===== config.mk =====
export PLATFORM = sky130hd
export DESIGN_NAME = serial_subtractor
export DESIGN_NICKNAME = d
export VERILOG_FILES = /design/src/rtl/serial_subtractor.sv
export SDC_FILE = /design/constraint.sdc
export NUM_CORES = 1
export LEC_CHECK = 0
export ABC_AREA = 1
export CORE_MARGIN = 2
export CORE_UTILIZATION = 30
export DETAILED_ROUTE_END_ITERATION = 16
export GPL_TIMING_DRIVEN = 0
export SLEW_MARGIN = 25
export SYNTH_ARGS = -nofsm -noshare
export SYNTH_HDL_FRONTEND = slang
export SYNTH_SLANG_ARGS = --single-unit

===== constraint.sdc =====
create_clock -name i_clk -period 4.75 [get_ports i_clk]
set_input_delay 0.7125 -clock i_clk [delete_from_list [all_inputs] [get_ports i_clk]]
set_output_delay 0.7125 -clock i_clk [all_outputs]
set_load 0.01 [all_outputs]

===== src/rtl/serial_subtractor.sv =====
// Multi-cycle unsigned subtractor: computes {borrow, i_min - i_sub} one CHUNK-bit
// slice per clock, with a registered borrow between slices and valid/ready on both sides.
module serial_subtractor #(
    parameter int WIDTH = 32,
    parameter int CHUNK = 8
) (
    input  logic             i_clk,
    input  logic             i_rst_n,
    input  logic             i_valid,
    output logic             o_ready,
    input  logic [WIDTH-1:0] i_min,
    input  logic [WIDTH-1:0] i_sub,
    output logic             o_valid,
    input  logic             i_ready,
    output logic [WIDTH:0]   o_result,
    output logic             o_busy
);

    localparam int N  = WIDTH / CHUNK;
    localparam int CW = (N > 1) ? $clog2(N) : 1;
    localparam logic [CW-1:0] LAST = CW'(N - 1);

    localparam logic [1:0] IDLE = 2'd0;
    localparam logic [1:0] RUN  = 2'd1;
    localparam logic [1:0] DONE = 2'd2;

    generate
        if ((WIDTH % CHUNK) != 0) begin : g_bad_chunk
            $error("serial_subtractor: CHUNK must divide WIDTH exactly");
        end
    endgenerate

    logic [1:0]       state_q, state_d;
    logic [CW-1:0]    cnt_q, cnt_d;
    logic [WIDTH-1:0] a_q, a_d;
    logic [WIDTH-1:0] b_q, b_d;
    logic [WIDTH-1:0] diff_q, diff_d;
    logic             borrow_q, borrow_d;
    logic [WIDTH:0]   result_q, result_d;

    int               base;
    logic [CHUNK-1:0] a_s, b_s, d_s;
    logic             b_out;

    // Current slice: {b_out, d} = A[k] - B[k] - borrow_in
    always_comb begin
        base         = int'(cnt_q) * CHUNK;
        a_s          = a_q[base +: CHUNK];
        b_s          = b_q[base +: CHUNK];
        {b_out, d_s} = {1'b0, a_s} - {1'b0, b_s} - {{CHUNK{1'b0}}, borrow_q};
    end

    always_comb begin
        state_d  = state_q;
        cnt_d    = cnt_q;
        a_d      = a_q;
        b_d      = b_q;
        diff_d   = diff_q;
        borrow_d = borrow_q;
        result_d = result_q;
        case (state_q)
            IDLE: begin
                if (i_valid) begin
                    a_d      = i_min;
                    b_d      = i_sub;
                    diff_d   = '0;
                    borrow_d = 1'b0;
                    cnt_d    = '0;
                    state_d  = RUN;
                end
            end
            RUN: begin
                diff_d[base +: CHUNK] = d_s;
                borrow_d              = b_out;
                cnt_d                 = cnt_q + 1'b1;
                if (cnt_q == LAST) begin
                    result_d = {b_out, diff_d};
                    cnt_d    = '0;
                    state_d  = DONE;
                end
            end
            DONE: begin
                if (i_ready) begin
                    state_d = IDLE;
                end
            end
            default: state_d = IDLE;
        endcase
    end

    always_ff @(posedge i_clk or negedge i_rst_n) begin
        if (!i_rst_n) begin
            state_q  <= IDLE;
            cnt_q    <= '0;
            a_q      <= '0;
            b_q      <= '0;
            diff_q   <= '0;
            borrow_q <= 1'b0;
            result_q <= '0;
        end else begin
            state_q  <= state_d;
            cnt_q    <= cnt_d;
            a_q      <= a_d;
            b_q      <= b_d;
            diff_q   <= diff_d;
            borrow_q <= borrow_d;
            result_q <= result_d;
        end
    end

    assign o_ready  = (state_q == IDLE);
    assign o_busy   = (state_q == RUN);
    assign o_valid  = (state_q == DONE);
    assign o_result = result_q;

endmodule


== Yosys cells after proc, flatten, opt, wreduce, memory -nomap -nowiden ==
Cells that the tools add are included.
Word-level totals
  output and inout bits: 36
  register bits after elaboration: 134
  logic and storage cells: 39
  input bits: 68
Operators by class
  reductions and logical operators: 6
  shift operators: 4
  equality and inequality tests: 6
  add/sub/neg operators: 4
  muxes and demuxes: 12
Operator list (count)
  32-bit one-hot mux with 2 select lines: 1
  32-bit by 6-bit variable part select with 8-bit output: 2
  5-bit negation with 33-bit output: 1
  8-bit by 33-bit variable shift with 32-bit output (first input constant): 1
  8-bit by 33-bit variable part select with 32-bit output: 1
  32-bit bitwise mux: 1
  32-bit two-way mux: 1
  2-bit two-way mux: 5
  8-bit by 8-bit subtractor with 9-bit output: 1
  9-bit by 1-bit subtractor with 9-bit output: 1
  2-bit one-hot mux with 3 select lines: 1
  2-bit AND reduction: 3
  2-bit equality test (second input constant): 2
  2-bit by 1-bit inequality test with 1-bit output (second input constant): 2
  2-bit one-hot mux with 2 select lines: 1
  3-bit AND reduction: 1
  2-bit by 1-bit adder with 2-bit output (second input constant): 1
  2-bit by 1-bit equality test with 1-bit output (second input constant): 1
  2-bit logical NOT: 1
  2-bit inequality test (second input constant): 1
  1-bit one-hot mux with 2 select lines: 1
  2-bit nonzero test: 1
  1-bit two-way mux: 1

== Logic depth before layout (Yosys ltp) ==
  depth after elaboration: 6
  gate-level depth with buffers: 22
  depth with buffers taken out: 19

== Worst setup path before layout ==
No wires, ideal clock.
  path kind: register to register
  from: register cnt_q[0]
  to: register diff_q[12]
  period minus slack after synthesis: 3.191 ns
  path slack: 1.559 ns
  stages on the path, launching flop included: 15
  path buffers: 3
  data required time: 4.620 ns
  data arrival time: 3.061 ns
  path through: dfrtp_1 -> buf_6 -> clkbuf_1 -> clkbuf_1 -> a21oi_1 -> a32o_1 -> fa_1 -> fa_1 -> o21ai_0 -> nand2_1 -> or2_2 -> nand4_1 -> o22ai_1 -> nand2_1 -> o21ai_0
On the way
  longest elaborated chain between the ends: 6
RTL lines
  start, declared: line 34  | logic [CW-1:0] cnt_q, cnt_d;
  start signal, assigned: line 102  | cnt_q <= cnt_d;
  32-bit by 6-bit variable part select with 8-bit output (on tied branches): line 48, 49
  8-bit by 8-bit subtractor with 9-bit output: line 50  | {b_out, d_s} = {1'b0, a_s} - {1'b0, b_s} - {{CHUNK{1'b0}}, borrow_q};
  9-bit by 1-bit subtractor with 9-bit output: line 50
  8-bit by 33-bit variable part select with 32-bit output: line 73  | diff_d[base +: CHUNK] = d_s;
  32-bit bitwise mux (*): line 73
  32-bit one-hot mux with 2 select lines (*): line 61  | case (state_q)
  end signal, assigned: line 105  | diff_q <= diff_d;
  end, declared: line 37  | logic [WIDTH-1:0] diff_q, diff_d;
Every way passes the cells marked *; elsewhere a longest branch is shown, timed or not.
A chain may end at the register's enable or synchronous reset.

== Worst setup path in the final report ==
  from: register cnt_q[0]
  to: register result_q[14], in the netlist o_result[14]
On the way
  longest elaborated chain between the ends: 5
RTL lines
  32-bit by 6-bit variable part select with 8-bit output (on tied branches): line 48, 49
  8-bit by 8-bit subtractor with 9-bit output: line 50
  9-bit by 1-bit subtractor with 9-bit output: line 50
  8-bit by 33-bit variable part select with 32-bit output: line 73
  32-bit bitwise mux: line 73
  end signal, assigned: line 107  | result_q <= result_d;
  end, declared: line 39  | logic [WIDTH:0] result_q, result_d;
Several ways; a longest one is shown, not always the timed one.

==> reports/qor.json <==
{
  "first_pass_grt_wire_length_um": 29500,
  "maxClockFrequency_ghz": 0.240,
  "static-leakage-power_nw": 4.28,
  "areaGrowthSynthToFinish_pct": 31.0,
  "fillerInstances": 2245,
  "first_iter_violations": 349,
  "timing_worst_slew_pin_value_ps": 724,
  "worstHoldPathType": "input pin to async pin",
  "dp_cells": 1218,
  "report.final.setup_viol": 0,
  "maxSlewViolCount": 0,
  "starting_density_of_the_core_pct": 30.8,
  "cpPeakStageDelay_ps": 490,
  "grt_start_max_net_pins": 79,
  "syn-mean-instance-area_um2": 7.78,
  "detailedPlacementHpwl_um": 13400,
  "cts-htree-levels": 4,
  "drt_pre_antenna_iters": 5,
  "clock-sinks": 134,
  "synth.yosys.seq_area_share_pct": 51.4,
  "syn-cell-area_um2": 6530,
  "power_per_standard_cell_area_nw_per_um2": 835,
  "clkPwrFrac_pct": 19.3,
  "r2r-end": "o_result[14]",
  "die_area_um2": 23000,
  "area_of_the_core_region_um2": 21200,
  "finalWeightedCongestion": 0.793,
  "cts-buffers-inserted": 17,
  "design.portCount": 104,
  "max_cap_violations": 0,
  "sort_of_element_at_the_end_of_the_critical_path": "flop",
  "seqPwrFrac_pct": 26.3,
  "setup_total_negative_slack_ps": 0,
  "final.setup_skew_ps": 10.5,
  "hold_violations_final": 0,
  "cts_hold_buffers": 0,
  "grt_setup_unrepaired": "false",
  "critical_path.cell_chain": "buf_6, clkbuf_1, clkbuf_1, a21oi_1, a32o_1, fa_1, fa_1, nand4_1, nand3_1, xor2_1, nor2_1, nand2_1, o21ai_0, nand2_1, nand2_1",
  "placementRows": 53,
  "crit_slowest_cell": "clkbuf_1",
  "max-clock-path-buffers": 2,
  "clock_tree.root_cell": "clkbuf_16",
  "cts.repair_timing.setup_buffer_count": 0,
  "synth.distinct_cells": 33,
  "worstSkewPairLatency_ps": 430,
  "drive_gt1_share_pct": 6.67,
  "grt_usage_pct": 16.8,
  "time_the_final_worst_path_needs_with_i_o_delays_and_setup_ps": 4170,
  "tritoncts_clock_tree": "done",
  "critical_path_peak_fanout": 10,
  "io_buffers": 103,
  "path_common_cell": "nand2_1",
  "peak_ir_drop_on_the_vdd_network_mv": 0.456,
  "outcome": "complete, no violations",
  "synth.net_count": 927,
  "startpoint_type": "flop",
  "vias_per_cell": 4.57,
  "power_frac_comb_pct": 54.3,
  "timing.setup.critical_path_class": "flop to flop",
  "endpoint": "o_result[14]",
  "cp-startpoint": "cnt_q[0]",
  "detail_route.wirelength_um": 18400,
  "drt_drc_violations_left": 0,
  "multi_input_comb_area_um2": 2740,
  "routed_wire_length_per_instance_um": 14.7,
  "utilization_pct": 40.3,
  "setup.reg_to_reg.worst_slack_ps": 580,
  "netlist.area_leader.share_pct": 51.4,
  "final_nets": 1050,
  "p_int_mw": 3.90,
  "post_synth_inst_count": 839,
  "antenna_found_initial": 0,
  "worst-endpoint-arrival_ps": 4540,
  "chipWidth_um": 152,
  "vias": 5711,
  "crit-reg2reg-launch": "cnt_q[0]",
  "worstPathRequired_ps": 5120,
  "slew-limit-headroom_pct": 51.8,
  "height_of_the_die_um": 152,
  "layout_worst_path_cycle_share_pct": 87.8,
  "grt_overflow": 0,
  "finalNonFillerCells": 1250,
  "final-seq-area_um2": 3350,
  "synth.yosys.warnings": 0,
  "ant_nets": 0,
  "r2r.worst_path.cells": 15,
  "p_switching_mw": 3.24,
  "post_synthesis_sequential_element_count": 134,
  "grt_pass1_vias": 5684,
  "holdWs_ps": 271,
  "sw_share_pct": 45.4,
  "resized_after_cts": 0,
  "yosys.area.top_type": "dfrtp_1",
  "antenna_cells": 0,
  "clock_transition_time_at_the_flip_flop_clock_pins_of_the_worst_setup_and_hold_paths_ps": 60,
  "synth.area.top_cells": "dfrtp_1 51%, nand2_1 25%, o21ai_0 3.7%, inv_1 3.6%, ha_1 3.4%"
}
through the flow:
stage | worst slack, ps | power (mW) | area, um2
6_report | 580 | 7.14 | 8550
5_1_grt | 247 | 7.78 | 8550
4_1_cts | 560 | 7.18 | 8550
3_5_place_dp | 657 | 5.77 | 7940
3_3_place_gp | -2590 | 5.71 | 7900
2_1_floorplan | 1560 | 4.48 | 6530
cells by family (layout without fill, tap and decap cells):
kind of cell               count (synthesis)  in the layout  synth area share [%]
DFF                                      134            134                  51.4
buffers and inverters                    106            242                  6.65
and+or+nand+nor                          483            483                  29.1
adders and majority gates                 20             20                  4.06
AOI/OAI and AO/OA                         92             92                  8.16
xor gates and xnor gates                   4              4                 0.652
cell usage in the layout (no fill, tap or decap), types with 2 or more instances in the layout:
cell type and n:
o21ai_0 48, buf_2 9, dfrtp_1 134, a21oi_1 11, clkinv_4 3, clkbuf_16 17, ha_1 18, fa_1 2
clkinv_2 3, clkdlybuf4s50_1 102, nand3_1 10, nand2_2 3, nand4_1 5, o22ai_1 22, buf_8 2, clkbuf_1 25
clkbuf_8 3, xor2_1 2, bufinv_16 3, nand3_2 3, nor2_2 3, inv_2 6, nor2_1 26, nand2_1 429
a32o_1 8, inv_1 62
power by group through the flow:
stage / clock, mW / sequential [mW] / combinational (mW)
global route: 1.44 / 1.94 / 4.40
global placement: 0 / 1.89 / 3.82
floorplan: 0 / 1.88 / 2.61
detailed placement: 0 / 1.90 / 3.87
CTS: 1.40 / 1.88 / 3.90
finish: 1.38 / 1.88 / 3.88
cell usage after synthesis, drive strengths merged:
| cell type | count |
|---|---|
| o21ai | 49 |
| clkbuf | 24 |
| or2 | 1 |
| inv | 69 |
| nand3 | 13 |
| nand4 | 5 |
| ha | 18 |
| nand2 | 432 |
| fa | 2 |
| xor2 | 3 |
| a21o | 1 |
| nor3 | 1 |
| nor2 | 30 |
| nor4 | 1 |
| o31ai | 1 |
| dfrtp | 134 |
| buf | 13 |
| a21oi | 11 |
| a32o | 8 |
| o22ai | 22 |
| xnor2 | 1 |
layer usage:
layer  wire length (um)  vias to the layer above  global-route usage [%]
met4                178                        0                    4.12
li1                   -                     2869                       -
met5                  0                        -                       0
met2               8590                      142                    27.4
met1               8870                     2685                    23.0
met3                787                       15                    3.35
worst min path at each step:
| stage | start | to | cells past startpoint |
|---|---|---|---|
| detailed placement | b_q[20] | b_q[20] | 2 |
| finish | i_rst_n | o_result[10] | 1 |
| floorplan | i_rst_n | a_q[0] | 0 |
| global route | i_rst_n | o_result[7] | 1 |
| CTS | i_rst_n | o_result[10] | 1 |
| global placement | b_q[23] | b_q[23] | 2 |
layout make-up:
cell class	instances	share of cell area (%)
Inverter	69	3.06
Buffer	37	2.02
Multi-Input combinational cell	599	32.0
Sequential cell	134	39.2
Tap cell	275	4.02
Clock inverter	11	1.73
Timing Repair Buffer	104	12.4
Clock buffer	21	5.50
sequential cells by signal (all words and copies together), names as in the netlist:
| register | cells |
|---|---|
| borrow_q | 1 |
| o_result | 33 |
| a_q | 32 |
| diff_q | 32 |
| cnt_q | 2 |
| b_q | 32 |
| state_q | 2 |
critical path, delay by kind of cell (launching register included):
kind	cells	cell delay, ps
DFF	1	420
buffers and inverters	3	1130
xor gates and xnor gates	1	190
AOI/OAI and AO/OA	3	740
and+or+nand+nor	6	720
adders and majority gates	2	920
Power figures use the tool's default switching activity.
